--- config.mk ---
export PLATFORM = sky130hd
export DESIGN_NAME = sumador_segmentado
export DESIGN_NICKNAME = d
export VERILOG_FILES = /design/src/rtl/sumador_segmentado.sv
export SDC_FILE = /design/constraint.sdc
export NUM_CORES = 1
export LEC_CHECK = 0
export BUFFER_PORTS_ARGS = -buffer_cell sky130_fd_sc_hd__buf_4
export CORE_MARGIN = 4
export CORE_UTILIZATION = 35
export DETAILED_ROUTE_END_ITERATION = 7
export GPL_TIMING_DRIVEN = 1
export HOLD_SLACK_MARGIN = 0.12
export PLACE_DENSITY = 0.62
export SYNTH_ARGS = -nofsm -noshare
export SYNTH_HDL_FRONTEND = slang
export SYNTH_SLANG_ARGS = --single-unit
--- constraint.sdc ---
create_clock -name clk -period 6.8 [get_ports clk]
set_input_delay 1.36 -clock clk [delete_from_list [all_inputs] [get_ports clk]]
set_output_delay 1.36 -clock clk [all_outputs]
set_load 0.02 [all_outputs]
--- src/rtl/sumador_segmentado.sv ---
// Pipelined adder/subtractor: one SEG-bit ripple segment per register stage, flags on the output stage.
// Optional SUMADOR_SATURACION_EN clamps overflowing results to the signed limit.
module sumador_segmentado #(
  parameter int WIDTH = 32,
  parameter int SEG   = 8
) (
  input  logic             clk,
  input  logic             reset,
  input  logic             in_valid,
  output logic             in_ready,
  input  logic [WIDTH-1:0] SumandoA,
  input  logic [WIDTH-1:0] SumandoB,
  input  logic             Acarreo,
  input  logic             Resta,
  output logic             out_valid,
  input  logic             out_ready,
  output logic [WIDTH-1:0] Resultado,
  output logic             AcarreoSalida,
  output logic             Desbordamiento,
  output logic             Cero
);

  localparam int STAGES = WIDTH / SEG;

  if (SEG < 1 || (WIDTH % SEG) != 0) begin : g_width_check
    $error("sumador_segmentado: WIDTH must be a non-zero multiple of SEG");
  end

  // Handshake: a transfer happens on any rising edge where valid and ready are both high;
  // the whole pipe freezes only while the output holds a result the consumer has not taken.
  logic stall;
  assign stall    = out_valid & ~out_ready;
  assign in_ready = ~reset & ~stall;

  // Level k holds operands plus the sum of segments 0..k-1 and the carry into segment k.
  logic [WIDTH-1:0] a_q   [STAGES];
  logic [WIDTH-1:0] b_q   [STAGES];
  logic [WIDTH-1:0] s_q   [STAGES];
  logic             c_q   [STAGES];
  logic             v_q   [STAGES];

  logic [SEG:0]     seg_sum [STAGES];
  logic [WIDTH-1:0] s_next  [STAGES];

  always_comb begin
    for (int k = 0; k < STAGES; k++) begin
      seg_sum[k] = {1'b0, a_q[k][k*SEG +: SEG]} + {1'b0, b_q[k][k*SEG +: SEG]}
                 + {{SEG{1'b0}}, c_q[k]};
      s_next[k]  = s_q[k];
      s_next[k][k*SEG +: SEG] = seg_sum[k][SEG-1:0];
    end
  end

  logic [WIDTH-1:0] sum_full;
  logic [WIDTH-1:0] res_fin;
  logic             a_sign;
  logic             b_sign;
  logic             ovf;

  assign sum_full = s_next[STAGES-1];
  assign a_sign   = a_q[STAGES-1][WIDTH-1];
  assign b_sign   = b_q[STAGES-1][WIDTH-1];
  assign ovf      = (a_sign == b_sign) & (sum_full[WIDTH-1] != a_sign);

`ifdef SUMADOR_SATURACION_EN
  assign res_fin = ovf ? (a_sign ? {1'b1, {(WIDTH-1){1'b0}}} : {1'b0, {(WIDTH-1){1'b1}}})
                       : sum_full;
`else
  assign res_fin = sum_full;
`endif

  always_ff @(posedge clk) begin
    if (reset) begin
      for (int k = 0; k < STAGES; k++) begin
        a_q[k] <= '0;
        b_q[k] <= '0;
        s_q[k] <= '0;
        c_q[k] <= 1'b0;
        v_q[k] <= 1'b0;
      end
      out_valid      <= 1'b0;
      Resultado      <= '0;
      AcarreoSalida  <= 1'b0;
      Desbordamiento <= 1'b0;
      Cero           <= 1'b0;
    end else if (!stall) begin
      a_q[0] <= SumandoA;
      b_q[0] <= Resta ? ~SumandoB : SumandoB;
      s_q[0] <= '0;
      c_q[0] <= Resta ? 1'b1 : Acarreo;
      v_q[0] <= in_valid;
      for (int k = 1; k < STAGES; k++) begin
        a_q[k] <= a_q[k-1];
        b_q[k] <= b_q[k-1];
        s_q[k] <= s_next[k-1];
        c_q[k] <= seg_sum[k-1][SEG];
        v_q[k] <= v_q[k-1];
      end
      out_valid      <= v_q[STAGES-1];
      Resultado      <= res_fin;
      AcarreoSalida  <= seg_sum[STAGES-1][SEG];
      Desbordamiento <= ovf;
      Cero           <= (res_fin == '0);
    end
  end

endmodule
==> tab_implementation.tex, run 1 <==
\begin{tabular}{lr}
\hline
Metric & Value \\
\hline
\multicolumn{2}{l}{\textbf{Logic synthesis}} \\
Portion of synthesized cell area occupied by the leading cell type & 61.80\% \\
Cell taking the most area after synthesis & sky130\_fd\_sc\_hd\_\_edfxtp\_1 \\
Post-synth top flop & sky130\_fd\_sc\_hd\_\_edfxtp\_1 \\
Post-synthesis sequential area ratio & 68.66\% \\
Number of flops mapped to enable cells by yosys & between 200 and 250 \\
Number of nets in the synthesized netlist & about 850 \\
Cells after Synth & about 750 \\
Count of yosys warnings during synthesis & 0 \\
Top post-synthesis cells by area & sky130\_fd\_sc\_hd\_\_edfxtp\_1 62\%, sky130\_fd\_sc\_hd\_\_and2\_1 9.7\%, sky130\_fd\_sc\_hd\_\_dfxtp\_1 6.9\% \\
Number of distinct standard cells referenced by the synthesized netlist & 38 \\
Netlist area before placement & 10,500 um\^{}2 \\
Flip-flop and latch count after synthesis & 252 \\
Post-Syn Area per Cell & approximately 14 um\^{}2 \\
Share of synthesized registers carrying an async set or reset & 0\% \\
\multicolumn{2}{l}{\textbf{Final layout}} \\
Diode count & 0 \\
Final std cell area, no fill & roughly 12,000 um\^{}2 \\
Commonest non-fill, non-tap cell in the layout & sky130\_fd\_sc\_hd\_\_edfxtp\_1 \\
Fraction of final layout cells sized beyond drive strength 1 & 17.62\% \\
Layout-stage area growth over the synthesis result & 18.92\% \\
Nets & 960 \\
Utilization of the core after routing & about 42\% \\
Number of fill cells in the layout & 2,769 \\
Post-route insts no fill & 1,264 \\
Commonest cells after routing, fill and taps aside & 216 x sky130\_fd\_sc\_hd\_\_edfxtp\_1, 162 x sky130\_fd\_sc\_hd\_\_and2\_1, 112 x sky130\_fd\_sc\_hd\_\_buf\_4 \\
\multicolumn{2}{l}{\textbf{Routing}} \\
Top Layer Used & met4 \\
Routed length on met3 & 961 um \\
Final wirelength & around 17,000 um \\
Number of DRC violations after detailed-routing iteration 0 & 332 \\
Detailed-route wire length per cell & 13.77 um \\
Routed Antenna Nets & 0 \\
Detail-routed via count per cell & 4.384 \\
Met1 wire length & 8579 um \\
Via count & 5,542 \\
Detailed-route DRC error count & 0 \\
Count of TritonRoute iterations in the first routing pass & 4 \\
Met2 WL post-DR & around 7500 um \\
\multicolumn{2}{l}{\textbf{Clock tree}} \\
Worst-Skew Late Latency & 0.53 ns \\
Clock edge transition at the registers on the reported setup and hold paths & 0.05 ns \\
Number of setup buffers added after CTS & 0 \\
TritonCTS clock tree & done \\
Hold-fix buffers, CTS & 0 \\
Cell at the root of the clock tree & sky130\_fd\_sc\_hd\_\_clkbuf\_16 \\
CTS sink cnt & 252 \\
Gates resized, CTS repair & 0 \\
Number of buffers created by CTS & 27 \\
Number of H-tree levels & 1 \\
Buffer levels on the longest clock path & 3 \\
\multicolumn{2}{l}{\textbf{STA}} \\
Pin slew with the least headroom to its limit & 0.9264 ns \\
Maximum operating frequency & 0.2404 GHz \\
Final Hold Vio Count & 0 \\
Post-layout minimum cycle time & around 4.2 ns \\
Total negative slack & 0 ns \\
Headroom to the max-slew limit & 38.24\% \\
Unrepaired setup endpoints after global routing & no \\
Layout Skew & 0.02770 ns \\
Hold WS & 0.4518 ns \\
Final critical-path setup slack & 2.640 ns \\
Portion of the clock cycle consumed by the worst path in the final layout & 61.18\% \\
\# setup viols final & 0 \\
Final Max Tran Viols & 0 \\
\multicolumn{2}{l}{\textbf{Floorplan}} \\
Top-Level Pins & 107 \\
Die height & between 150 and 200 um \\
Initial core utilization & 35.41\% \\
Die span in x & 181.2 um \\
Core ar. & 29,640 um\^{}2 \\
Std-Cell Rows & 63 \\
Overall die area & 32,820 um\^{}2 \\
\multicolumn{2}{l}{\textbf{Place}} \\
HPWL reported at the end of detailed placement & 11,320 um \\
Number of buffers added on ports & 106 \\
Placed cell count & 1,215 \\
GPL Wtd Cong & 0.7117 \\
Pre-CTS setup slack & 2.596 ns \\
Instance area at placement & 11,700 um\^{}2 \\
\multicolumn{2}{l}{\textbf{Global routing}} \\
Largest net degree at the start of global routing & 124 \\
Global-route wire length before repair & 28,280 um \\
Initial antenna violation count & 0 \\
GRT overflow & 0 \\
Vias in the first global route & $\sim$5,500 \\
All-layer global routing usage & 10.37\% \\
\multicolumn{2}{l}{\textbf{Pwr}} \\
Power per unit of standard cell area & 264.2 nW/um\^{}2 \\
Worst IR Drop VDD & 153.1 uV \\
Static leakage & 5.290 nW \\
Overall power consumption & 3.298 mW \\
\multicolumn{2}{l}{\textbf{Setup path}} \\
R2r setup slk & 4.21 ns \\
Capture point of the critical path & in\_ready \\
Depth of the worst register-to-register path & 7 \\
CP endpoint kind & output port \\
Max FO, Critical Path & 53 \\
Start point of the critical path & out\_ready \\
CP required & roughly 5.4 ns \\
Arrival time worst endpoint & 2.80 ns \\
Setup Crit Path Kind & input pin to output port \\
Reg-to-reg critical path startpoint & out\_valid\$\_SDFFE\_PP0N\_ \\
End of the worst register-to-register path & c\_q[3]\$\_DFFE\_PP\_ \\
Startpoint Class & input pin \\
\multicolumn{2}{l}{\textbf{Status}} \\
Run status & complete, no violations \\
\multicolumn{2}{l}{\textbf{Worst hold path}} \\
Worst Hold Class & flop to flop \\
\multicolumn{2}{l}{\textbf{Run}} \\
Reported max-cap violation count & 0 \\
\hline
\end{tabular}
synthesized netlist by cell type (2+ instances only):
master,n
sky130_fd_sc_hd__ha_1,28
sky130_fd_sc_hd__a21oi_2,3
sky130_fd_sc_hd__xor2_1,4
sky130_fd_sc_hd__xnor2_1,42
sky130_fd_sc_hd__o21a_1,4
sky130_fd_sc_hd__and2_1,162
sky130_fd_sc_hd__fa_1,8
sky130_fd_sc_hd__o21ai_1,2
sky130_fd_sc_hd__nor2_1,55
sky130_fd_sc_hd__a21oi_1,10
sky130_fd_sc_hd__nand4_1,2
sky130_fd_sc_hd__and3_1,3
sky130_fd_sc_hd__nor4_1,5
sky130_fd_sc_hd__inv_1,21
sky130_fd_sc_hd__or3_1,7
sky130_fd_sc_hd__nand3_1,3
sky130_fd_sc_hd__edfxtp_1,216
sky130_fd_sc_hd__or4_1,3
sky130_fd_sc_hd__nor3_1,8
sky130_fd_sc_hd__a311oi_1,3
sky130_fd_sc_hd__buf_2,8
sky130_fd_sc_hd__a31oi_1,3
sky130_fd_sc_hd__nand2_1,13
sky130_fd_sc_hd__nand2b_1,5
sky130_fd_sc_hd__a22o_1,29
sky130_fd_sc_hd__clkbuf_1,26
sky130_fd_sc_hd__o21ai_0,12
sky130_fd_sc_hd__a21o_1,10
sky130_fd_sc_hd__dfxtp_1,36
sky130_fd_sc_hd__nor2b_1,6
sky130_fd_sc_hd__mux2i_1,3
critical path, stage by stage:
cell	delay (ns)
sky130_fd_sc_hd__buf_4	0.11
sky130_fd_sc_hd__inv_1	0.04
sky130_fd_sc_hd__nand2_1	0.08
sky130_fd_sc_hd__nand2_2	0.08
sky130_fd_sc_hd__buf_4	0.50
sky130_fd_sc_hd__inv_4	0.31
sky130_fd_sc_hd__buf_4	0.27
power by group:
part | leakage [nW] | switching, mW | total, mW | internal (mW)
clock | 0.385 | 0.565 | 1.30 | 0.732
combinational | 2.04 | 0.106 | 0.214 | 0.108
sequential | 2.86 | 0.0262 | 1.79 | 1.76
total | 5.29 | 0.697 | 3.30 | 2.60
metal layers:
metal  track usage (%)  vias to the layer above
met5                 0                        -
met4             2.762                        0
met3             2.577                       30
met2             15.79                      115
met1             14.90                     2533
li1                  -                     2864
worst min-delay path by stage:
stage / from / end / cells after the start / slack (ns)
6_report: Resultado[30]$_SDFFE_PP0N_ / Resultado[30]$_SDFFE_PP0N_ / 2 / 0.45
3_5_place_dp: Resultado[30]$_SDFFE_PP0N_ / Resultado[30]$_SDFFE_PP0N_ / 2 / 0.44
4_1_cts: Resultado[30]$_SDFFE_PP0N_ / Resultado[30]$_SDFFE_PP0N_ / 2 / 0.45
3_3_place_gp: Resultado[30]$_SDFFE_PP0N_ / Resultado[30]$_SDFFE_PP0N_ / 2 / 0.44
2_1_floorplan: v_q[3]$_DFFE_PP_ / out_valid$_SDFFE_PP0N_ / 1 / 0.42
5_1_grt: Resultado[31]$_SDFFE_PP0N_ / Resultado[31]$_SDFFE_PP0N_ / 2 / 0.47
state kept, by name, summed over array words and instances, names as in the netlist:
name and cells:
s_q 48, c_q 4, Desbordamiento 1, v_q 4
b_q 80, AcarreoSalida 1, out_valid 1, a_q 80
Cero 1, Resultado 32
kinds of logic (layout without fill, tap and decap cells):
logic type / Yosys count / after routing / synth area share (%)
compound gates: 81 / 81 / 5.627
xor+xnor: 46 / 46 / 3.838
fa+ha+maj: 36 / 36 / 4.864
buf+inv: 55 / 182 / 2.062
flops: 252 / 252 / 68.66
mux: 3 / 3 / 0.2861
simple gates: 274 / 274 / 14.66
final cells by class:
cell class	instances	area (um^2)	share of cell area, %
Clock buffer	35	705.7	5.654
Clock inverter	14	73.82	0.5914
Inverter	21	88.84	0.7117
Multi-Input combinational cell	440	3078	24.66
Sequential cell	252	7207	57.74
Tap cell	390	488.0	3.909
Timing Repair Buffer	112	840.8	6.736
No activity file was read; power rests on OpenSTA's default activity.
==> run 2, diff against run 1 <==
Settings changed: ABC_AREA set to 1, PLACE_DENSITY 0.62 to 0.6.
Clock period 6.8 ns to 3.9 ns, I/O delays scaled along.
==> tab_implementation.tex, run 2 <==
\begin{tabular}{lr}
\hline
Metric & Value \\
\hline
\multicolumn{2}{l}{\textbf{Clock tree}} \\
Number of buffers created by CTS & 27 (unchanged) \\
Worst-Skew Late Latency & 0.51 ns (-0.02 ns) \\
Hold-fix buffers, CTS & 0 (unchanged) \\
Clock edge transition at the registers on the reported setup and hold paths & 0.06 ns (about the same) \\
Gates resized, CTS repair & 0 (unchanged) \\
Number of H-tree levels & 1 (unchanged) \\
Cell at the root of the clock tree & sky130\_fd\_sc\_hd\_\_clkbuf\_16 \\
Number of setup buffers added after CTS & 0 (unchanged) \\
CTS sink cnt & 252 (unchanged) \\
TritonCTS clock tree & done \\
Buffer levels on the longest clock path & 3 (unchanged) \\
\multicolumn{2}{l}{\textbf{Routing}} \\
Met2 WL post-DR & 7396 um (-1.1\%) \\
Count of TritonRoute iterations in the first routing pass & 4 (unchanged) \\
Via count & 6,519 (+18\%) \\
Detailed-route DRC error count & 0 (unchanged) \\
Top Layer Used & met4 \\
Detail-routed via count per cell & 4.211 (-4.0\%) \\
Final wirelength & 18,230 um (+4.7\%) \\
Number of DRC violations after detailed-routing iteration 0 & 509 (+53\%) \\
Met1 wire length & 9510 um (+11\%) \\
Routed Antenna Nets & 0 (unchanged) \\
Detailed-route wire length per cell & 11.78 um (-14\%) \\
Routed length on met3 & 965 um (+0.42\%) \\
\multicolumn{2}{l}{\textbf{Global routing}} \\
Vias in the first global route & 6,369 (+16\%) \\
Largest net degree at the start of global routing & 82 (-34\%) \\
Global-route wire length before repair & 30,880 um (+9.2\%) \\
Initial antenna violation count & 0 (unchanged) \\
All-layer global routing usage & 10.82\% (+0.46 points) \\
GRT overflow & 0 (unchanged) \\
\multicolumn{2}{l}{\textbf{Pwr}} \\
Switching portion of total power & 21.05\% (-0.094 points) \\
Power per unit of standard cell area & 463.6 nW/um\^{}2 (+75\%) \\
Proportion of power drawn by combinational gates & 7.6\% (+1.1 points) \\
Overall power consumption & 6.083 mW (+84\%) \\
Cell-internal power & 4.802 mW (+85\%) \\
Worst IR Drop VDD & 282.9 uV (+85\%) \\
Static leakage & 5.774 nW (+9.1\%) \\
Fraction of power consumed by sequential logic & 51.8\% (-2.4 points) \\
Clock power frac & 40.7\% (+1.4 points) \\
Reported net switching power & 1.280 mW (+84\%) \\
\multicolumn{2}{l}{\textbf{Final layout}} \\
Nets & 1,240 (+29\%) \\
Diode count & 0 (unchanged) \\
Fraction of final layout cells sized beyond drive strength 1 & 14.15\% (-3.5 points) \\
Layout-stage area growth over the synthesis result & 19.89\% \\
Final std cell area, no fill & 13,120 um\^{}2 (+5.1\%) \\
Biggest regs & a\_q (80), b\_q (80), s\_q (48) \\
Post-route insts no fill & 1,548 (+22\%) \\
Commonest non-fill, non-tap cell in the layout & sky130\_fd\_sc\_hd\_\_edfxtp\_1 \\
Commonest cells after routing, fill and taps aside & 216 x sky130\_fd\_sc\_hd\_\_edfxtp\_1, 214 x sky130\_fd\_sc\_hd\_\_nor2\_1, 213 x sky130\_fd\_sc\_hd\_\_inv\_1 \\
Utilization of the core after routing & 42.67\% (+0.56 points) \\
\multicolumn{2}{l}{\textbf{STA}} \\
Post-layout minimum cycle time & approximately 2.1 ns \\
Final Hold Vio Count & 0 (unchanged) \\
Final Max Tran Viols & 0 (unchanged) \\
\# setup viols final & 0 (unchanged) \\
Portion of the clock cycle consumed by the worst path in the final layout & 54.12\% \\
Maximum operating frequency & 0.4738 GHz \\
Final critical-path setup slack & 1.789 ns (-0.8504 ns) \\
Layout Skew & 0.008819 ns (-0.01888 ns) \\
Pin slew with the least headroom to its limit & 0.6220 ns (-0.3044 ns) \\
Unrepaired setup endpoints after global routing & no \\
Headroom to the max-slew limit & 58.45\% (+20 points) \\
\multicolumn{2}{l}{\textbf{Place}} \\
Pre-CTS setup slack & 1.430 ns (-1.166 ns) \\
GPL Wtd Cong & 0.7734 (+8.7\%) \\
Number of buffers added on ports & 106 (unchanged) \\
Placed cell count & 1,501 (+24\%) \\
Instance area at placement & 12,260 um\^{}2 (+4.8\%) \\
HPWL reported at the end of detailed placement & 12,510 um (+11\%) \\
\multicolumn{2}{l}{\textbf{Logic synthesis}} \\
Post-Syn Area per Cell & 10.72 um\^{}2 (-24\%) \\
Count of yosys warnings during synthesis & 0 (unchanged) \\
Flip-flop and latch count after synthesis & 252 (unchanged) \\
Number of distinct standard cells referenced by the synthesized netlist & 33 (-13\%) \\
Netlist area before placement & 10,940 um\^{}2 (+4.3\%) \\
Cells after Synth & 1,021 (+37\%) \\
Post-synthesis sequential area ratio & 65.85\% (-2.8 points) \\
Post-synth top flop & sky130\_fd\_sc\_hd\_\_edfxtp\_1 \\
Cell taking the most area after synthesis & sky130\_fd\_sc\_hd\_\_edfxtp\_1 \\
Number of nets in the synthesized netlist & 1,127 (+32\%) \\
Top post-synthesis cells by area & sky130\_fd\_sc\_hd\_\_edfxtp\_1 59\%, sky130\_fd\_sc\_hd\_\_inv\_1 7.4\%, sky130\_fd\_sc\_hd\_\_nor2\_1 7.3\% \\
Portion of synthesized cell area occupied by the leading cell type & 59.27\% (-2.5 points) \\
Count leader, synth & sky130\_fd\_sc\_hd\_\_edfxtp\_1 \\
Share of synthesized registers carrying an async set or reset & 0\% (unchanged) \\
Number of flops mapped to enable cells by yosys & 216 (unchanged) \\
Commonest cells in the synthesized netlist & 216 x sky130\_fd\_sc\_hd\_\_edfxtp\_1, 215 x sky130\_fd\_sc\_hd\_\_inv\_1, 214 x sky130\_fd\_sc\_hd\_\_nor2\_1, 101 x sky130\_fd\_sc\_hd\_\_nand2\_1, 41 x sky130\_fd\_sc\_hd\_\_a21oi\_1 \\
\multicolumn{2}{l}{\textbf{Setup path}} \\
CP required & 3.12 ns (-2.32 ns) \\
CP endpoint kind & output port \\
Max FO, Critical Path & 3 (-94\%) \\
Startpoint Class & input pin \\
Depth of the worst register-to-register path & 11 (+4) \\
End of the worst register-to-register path & s\_q[2][14]\$\_SDFFCE\_PN0P\_ \\
R2r setup slk & 1.90 ns (-2.31 ns) \\
Reg-to-reg critical path startpoint & c\_q[1]\$\_SDFFCE\_PN0P\_ \\
Arrival time worst endpoint & 1.33 ns (-1.47 ns) \\
Setup Crit Path Kind & input pin to output port \\
\multicolumn{2}{l}{\textbf{Run}} \\
Reported max-cap violation count & 0 (unchanged) \\
\multicolumn{2}{l}{\textbf{Floorplan}} \\
Std-Cell Rows & 64 (+1.6\%) \\
Overall die area & 34,160 um\^{}2 (+4.1\%) \\
Die height & 184.8 um (+2.0\%) \\
Initial core utilization & 35.59\% (+0.18 points) \\
Die span in x & 184.8 um (+2.0\%) \\
Top-Level Pins & 107 (unchanged) \\
Core ar. & 30,750 um\^{}2 (+3.7\%) \\
\multicolumn{2}{l}{\textbf{Status}} \\
Run status & complete, no violations \\
\multicolumn{2}{l}{\textbf{Worst hold path}} \\
Number of instances on the worst hold path & 2 (unchanged) \\
Worst Hold Class & flop to flop \\
Worst hold start & Resultado[16]\$\_SDFFE\_PP0N\_ \\
Worst-case hold path end point & Resultado[16]\$\_SDFFE\_PP0N\_ \\
\hline
\end{tabular}
[run 2: cell count changes in the layout (fill, tap and decap cells not counted), moves of 9 or more]
cell | previous run | this run
sky130_fd_sc_hd__a21o_1 | 10 | 1
sky130_fd_sc_hd__o21ai_0 | 12 | 31
sky130_fd_sc_hd__inv_1 | 19 | 213
sky130_fd_sc_hd__a21oi_1 | 10 | 41
sky130_fd_sc_hd__xnor2_1 | 42 | 33
sky130_fd_sc_hd__and2_1 | 162 | 0
sky130_fd_sc_hd__a22o_1 | 29 | 8
sky130_fd_sc_hd__nor2_1 | 54 | 214
sky130_fd_sc_hd__nand3_1 | 3 | 22
sky130_fd_sc_hd__nand2_1 | 12 | 100
[run 2: kinds of logic (layout without fill, tap and decap cells)]
group           Yosys count  count (layout)  share of synthesized area, %
simple gates            353             353                         12.75
fa+ha+maj                36              36                         4.664
xor+xnor                 34              34                         2.721
flops                   252             252                         65.85
compound gates           96              96                         5.065
buf+inv                 250             381                         8.951
[run 2: layer usage]
metal,vias up,GRT usage [%]
li1,3469,-
met1,2880,16.47
met2,142,15.77
met3,28,2.160
met4,0,3.083
met5,-,0
[run 2: worst max-delay path: stages]
cell and delay (ns):
sky130_fd_sc_hd__buf_4 0.13, sky130_fd_sc_hd__inv_12 0.03, sky130_fd_sc_hd__a21oi_4 0.20, sky130_fd_sc_hd__buf_4 0.18
[run 2: area by class of cell]
class                   instances  area, um^2
fillers                      2995       17630
flip-flops and latches        252        7207
multi-input cells             519        2778
repair buffers                118       948.4
inverters                     216       832.0
clock buffers                  31       690.7
well taps                     396       495.5
clock inverters                16       170.2
[run 2: how the worst max path moves through the flow]
| stage | from | to | slack, ns | cells past startpoint |
|---|---|---|---|---|
| after floorplan | out_ready | a_q[0][0]$_SDFFCE_PN0P_ | -0.90 | 5 |
| after global placement | out_ready | b_q[0][25]$_SDFFCE_PN0P_ | 1.44 | 6 |
| after detailed placement | out_ready | b_q[0][26]$_SDFFCE_PN0P_ | 1.43 | 6 |
| after CTS | out_valid$_SDFFE_PP0N_ | in_ready | 1.77 | 2 |
| after global routing | b_q[2][16]$_SDFFCE_PN0P_ | s_q[3][22]$_SDFFCE_PN0P_ | 1.68 | 11 |
| final | out_ready | in_ready | 1.79 | 4 |
[run 2: through the flow]
stage	hold slack [ns]	setup TNS (ns)
after floorplan	0.4380	-194.90
after global placement	0.4421	0
after detailed placement	0.4517	0
after CTS	0.4521	0
after global routing	0.4578	0
final	0.4572	0
[run 2: power by group through the flow]
stage | clock (mW) | combinational, mW | sequential (mW)
finish | 2.47 | 0.461 | 3.15
global route | 2.67 | 0.536 | 3.16
CTS | 2.54 | 0.470 | 3.15
detailed placement | 0 | 0.466 | 3.21
global placement | 0 | 0.463 | 3.20
floorplan | 0 | 0.297 | 3.21
==> run 3, diff against run 2 <==
Settings changed: PLACE_DENSITY 0.6 to 0.62.
Clock period 3.9 ns to 1.84 ns, I/O delays scaled along.
==> tab_implementation.tex, run 3 (synthesis results as in run 2) <==
\begin{tabular}{lr}
\hline
Metric & Value \\
\hline
\multicolumn{2}{l}{\textbf{Status}} \\
Run status & finished, violations left \\
Violated checks & negative setup slack \\
\multicolumn{2}{l}{\textbf{Pwr}} \\
Clock power frac & 38.9\% (-1.8 points) \\
Reported net switching power & 2.806 mW (+120\%) \\
Cell-internal power & 9.833 mW (+100\%) \\
Worst IR Drop VDD & 758.5 uV (+170\%) \\
Proportion of power drawn by combinational gates & 8.3\% (+0.7 points) \\
Fraction of power consumed by sequential logic & 52.8\% (+1.0 points) \\
Static leakage & 5.890 nW (+2.0\%) \\
Switching portion of total power & 22.20\% (+1.2 points) \\
Power per unit of standard cell area & 945.9 nW/um\^{}2 (+100\%) \\
\multicolumn{2}{l}{\textbf{Setup path}} \\
Critical Path Most Common Cell & sky130\_fd\_sc\_hd\_\_nor2\_1 \\
End of the worst register-to-register path & Cero\$\_SDFFE\_PP0N\_ \\
CP required & 2.26 ns (-0.86 ns) \\
CP endpoint kind & flop \\
Largest incremental delay on the critical path & 0.42 ns (+0.22 ns) \\
Arrival time worst endpoint & 2.27 ns (+0.94 ns) \\
Startpoint Class & flop \\
Family with the most delay on the worst path & adder cells \\
Critical-path cell with the highest stage delay & sky130\_fd\_sc\_hd\_\_fa\_2 \\
Reg-to-reg critical path startpoint & b\_q[3][24]\$\_SDFFCE\_PN0P\_ \\
Worst path cell trace & fa\_2 > inv\_2 > fa\_2 > nand2\_1 > nor2\_1 > nand3\_1 > nor2\_1 > nand4\_1 > nor2\_1 > nand3\_1 > nand2\_1 \\
R2r setup slk & -0.01 ns (-1.91 ns) \\
Max FO, Critical Path & 2 (-1) \\
Combined buffer and inverter count along the critical path & 1 (-2) \\
Depth of the worst register-to-register path & 11 (unchanged) \\
Setup Crit Path Kind & flop to flop \\
\multicolumn{2}{l}{\textbf{Floorplan}} \\
Core ar. & 30,750 um\^{}2 (unchanged) \\
Initial core utilization & 35.59\% (unchanged) \\
Overall die area & 34,160 um\^{}2 (unchanged) \\
Std-Cell Rows & 64 (unchanged) \\
Die span in x & 184.8 um (unchanged) \\
Die height & 184.8 um (unchanged) \\
Top-Level Pins & 107 (unchanged) \\
\multicolumn{2}{l}{\textbf{STA}} \\
Final Hold Vio Count & 0 (unchanged) \\
Final Max Tran Viols & 0 (unchanged) \\
\# setup viols final & 1 (+1) \\
Layout Skew & 0.01030 ns (+0.001486 ns) \\
Headroom to the max-slew limit & 65.31\% (+6.9 points) \\
Pin slew with the least headroom to its limit & 0.5204 ns (-0.1016 ns) \\
Post-layout minimum cycle time & 1.851 ns \\
Maximum operating frequency & around 0.54 GHz \\
Unrepaired setup endpoints after global routing & yes \\
Portion of the clock cycle consumed by the worst path in the final layout & 100.6\% \\
Final critical-path setup slack & -0.01137 ns (-1.801 ns) \\
\multicolumn{2}{l}{\textbf{Final layout}} \\
Commonest non-fill, non-tap cell in the layout & sky130\_fd\_sc\_hd\_\_edfxtp\_1 \\
Sequential cell area & 7211 um\^{}2 (about the same) \\
Biggest regs & a\_q (80), b\_q (80), s\_q (48) \\
Nets & 1,266 (+2.1\%) \\
Post-route insts no fill & 1,575 (+1.7\%) \\
Number of fill cells in the layout & 2,916 (-2.6\%) \\
Commonest cells after routing, fill and taps aside & 216 x sky130\_fd\_sc\_hd\_\_edfxtp\_1, 214 x sky130\_fd\_sc\_hd\_\_nor2\_1, 201 x sky130\_fd\_sc\_hd\_\_inv\_1 \\
Fraction of final layout cells sized beyond drive strength 1 & 18.15\% (+4.0 points) \\
Layout-stage area growth over the synthesis result & 22.10\% \\
Combined area of the multi-input logic cells & 2845 um\^{}2 (+2.4\%) \\
Diode count & 0 (unchanged) \\
\multicolumn{2}{l}{\textbf{Global routing}} \\
GRT overflow & 0 (unchanged) \\
Initial antenna violation count & 0 (unchanged) \\
Largest net degree at the start of global routing & 68 (-17\%) \\
All-layer global routing usage & 11.16\% (+0.34 points) \\
Vias in the first global route & 6,534 (+2.6\%) \\
Global-route wire length before repair & 31,730 um (+2.7\%) \\
\multicolumn{2}{l}{\textbf{Place}} \\
Number of buffers added on ports & 106 (unchanged) \\
HPWL reported at the end of detailed placement & 13,200 um (+5.5\%) \\
Placed cell count & 1,513 (+0.80\%) \\
Pre-CTS setup slack & -0.07682 ns (-1.506 ns) \\
GPL Wtd Cong & 0.7850 (+1.5\%) \\
\multicolumn{2}{l}{\textbf{Clock tree}} \\
TritonCTS clock tree & done \\
Buffer levels on the longest clock path & 3 (unchanged) \\
Number of H-tree levels & 1 (unchanged) \\
Clock edge transition at the registers on the reported setup and hold paths & 0.06 ns (about the same) \\
Cell at the root of the clock tree & sky130\_fd\_sc\_hd\_\_clkbuf\_16 \\
CTS sink cnt & 252 (unchanged) \\
Worst-Skew Late Latency & 0.53 ns (+0.02 ns) \\
Number of buffers created by CTS & 27 (unchanged) \\
\multicolumn{2}{l}{\textbf{Routing}} \\
Number of DRC violations after detailed-routing iteration 0 & 339 (-33\%) \\
Count of TritonRoute iterations in the first routing pass & 4 (unchanged) \\
Routed Antenna Nets & 0 (unchanged) \\
Final wirelength & 19,210 um (+5.4\%) \\
Detailed-route DRC error count & 0 (unchanged) \\
Via count & 6,657 (+2.1\%) \\
Detailed-route wire length per cell & 12.20 um (+3.6\%) \\
Detail-routed via count per cell & 4.227 (+0.37\%) \\
\multicolumn{2}{l}{\textbf{Worst hold path}} \\
Worst-case hold path end point & a\_q[0][5]\$\_SDFFCE\_PN0P\_ \\
Worst Hold Class & input pin to flop \\
Worst hold start & SumandoA[5] \\
Number of instances on the worst hold path & 3 (+1) \\
\multicolumn{2}{l}{\textbf{Run}} \\
Reported max-cap violation count & 0 (unchanged) \\
\hline
\end{tabular}
==> run 3: changes by cell type in the layout (fill, tap and decap cells not counted), moves of 7 or more <==
| cell | previous run | this run |
|---|---|---|
| sky130_fd_sc_hd__inv_2 | 0 | 12 |
| sky130_fd_sc_hd__inv_1 | 213 | 201 |
| sky130_fd_sc_hd__dlygate4sd3_1 | 0 | 12 |
| sky130_fd_sc_hd__fa_1 | 8 | 0 |
| sky130_fd_sc_hd__buf_4 | 113 | 125 |
| sky130_fd_sc_hd__clkinv_2 | 1 | 8 |
| sky130_fd_sc_hd__fa_2 | 0 | 8 |
==> run 3: tightest hold or removal path: stages <==
cell	delay, ns
sky130_fd_sc_hd__buf_4	0.08
sky130_fd_sc_hd__inv_1	0.03
sky130_fd_sc_hd__nor2_1	0.08
==> run 3: layout make-up <==
class                   count  area share (%)
clock buffers              33           5.225
clock inverters            15          0.7584
inverters                 216           6.189
multi-input cells         519           21.29
flip-flops and latches    252           53.96
well taps                 396           3.708
repair buffers            144           8.867
==> run 3: how the worst max path moves through the flow <==
stage,start,to,cells past startpoint
finish,b_q[3][24]$_SDFFCE_PN0P_,Cero$_SDFFE_PP0N_,11
global route,b_q[3][24]$_SDFFCE_PN0P_,Cero$_SDFFE_PP0N_,11
CTS,c_q[3]$_DFFE_PP_,Cero$_SDFFE_PP0N_,11
detailed placement,b_q[3][24]$_SDFFCE_PN0P_,Cero$_SDFFE_PP0N_,11
global placement,b_q[3][24]$_SDFFCE_PN0P_,Cero$_SDFFE_PP0N_,11
floorplan,out_valid$_SDFFE_PP0N_,a_q[0][0]$_SDFFCE_PN0P_,4
==> run 3: what timing repair did <==
item                                   4_1_cts  5_1_grt
setup endpoints to repair                    5       14
endpoints found under the hold margin       11        0
resized for setup                           17       22
setup buffers                                1        1
pin swaps                                    6       11
hold buffers                                12        0
==> run 3: metal layers <==
layer / GRT usage [%] / share of wire [%]
met5: 0 / 0
met4: 3.435 / 2.0
met3: 1.925 / 5.1
met2: 17.48 / 43
met1: 15.99 / 50
==> run 3: power groups by stage <==
stage	clock, mW	combinational [mW]	sequential (mW)
after global routing	5.33	1.20	6.71
after floorplan	0	0.628	6.79
final	4.91	1.05	6.67
after detailed placement	0	1.02	6.79
after global placement	0	1.01	6.78
after CTS	5.07	1.06	6.67
==> run 3: metrics by stage <==
stage / power [mW] / setup TNS, ns / hold slack [ns] / util (%) / instance area (um^2)
2_1_floorplan: 7.421 / -549.43 / 0.4274 / - / 10980
6_report: 12.64 / -0.01137 / 0.1384 / 43.46 / 13360
5_1_grt: 13.24 / -0.4147 / 0.1265 / 43.46 / 13360
3_5_place_dp: 7.813 / -0.1530 / 0.4452 / 40.16 / 12350
3_3_place_gp: 7.793 / -0.03738 / 0.4408 / 40.16 / 12350
4_1_cts: 12.80 / -0.001911 / 0.1236 / 43.28 / 13310
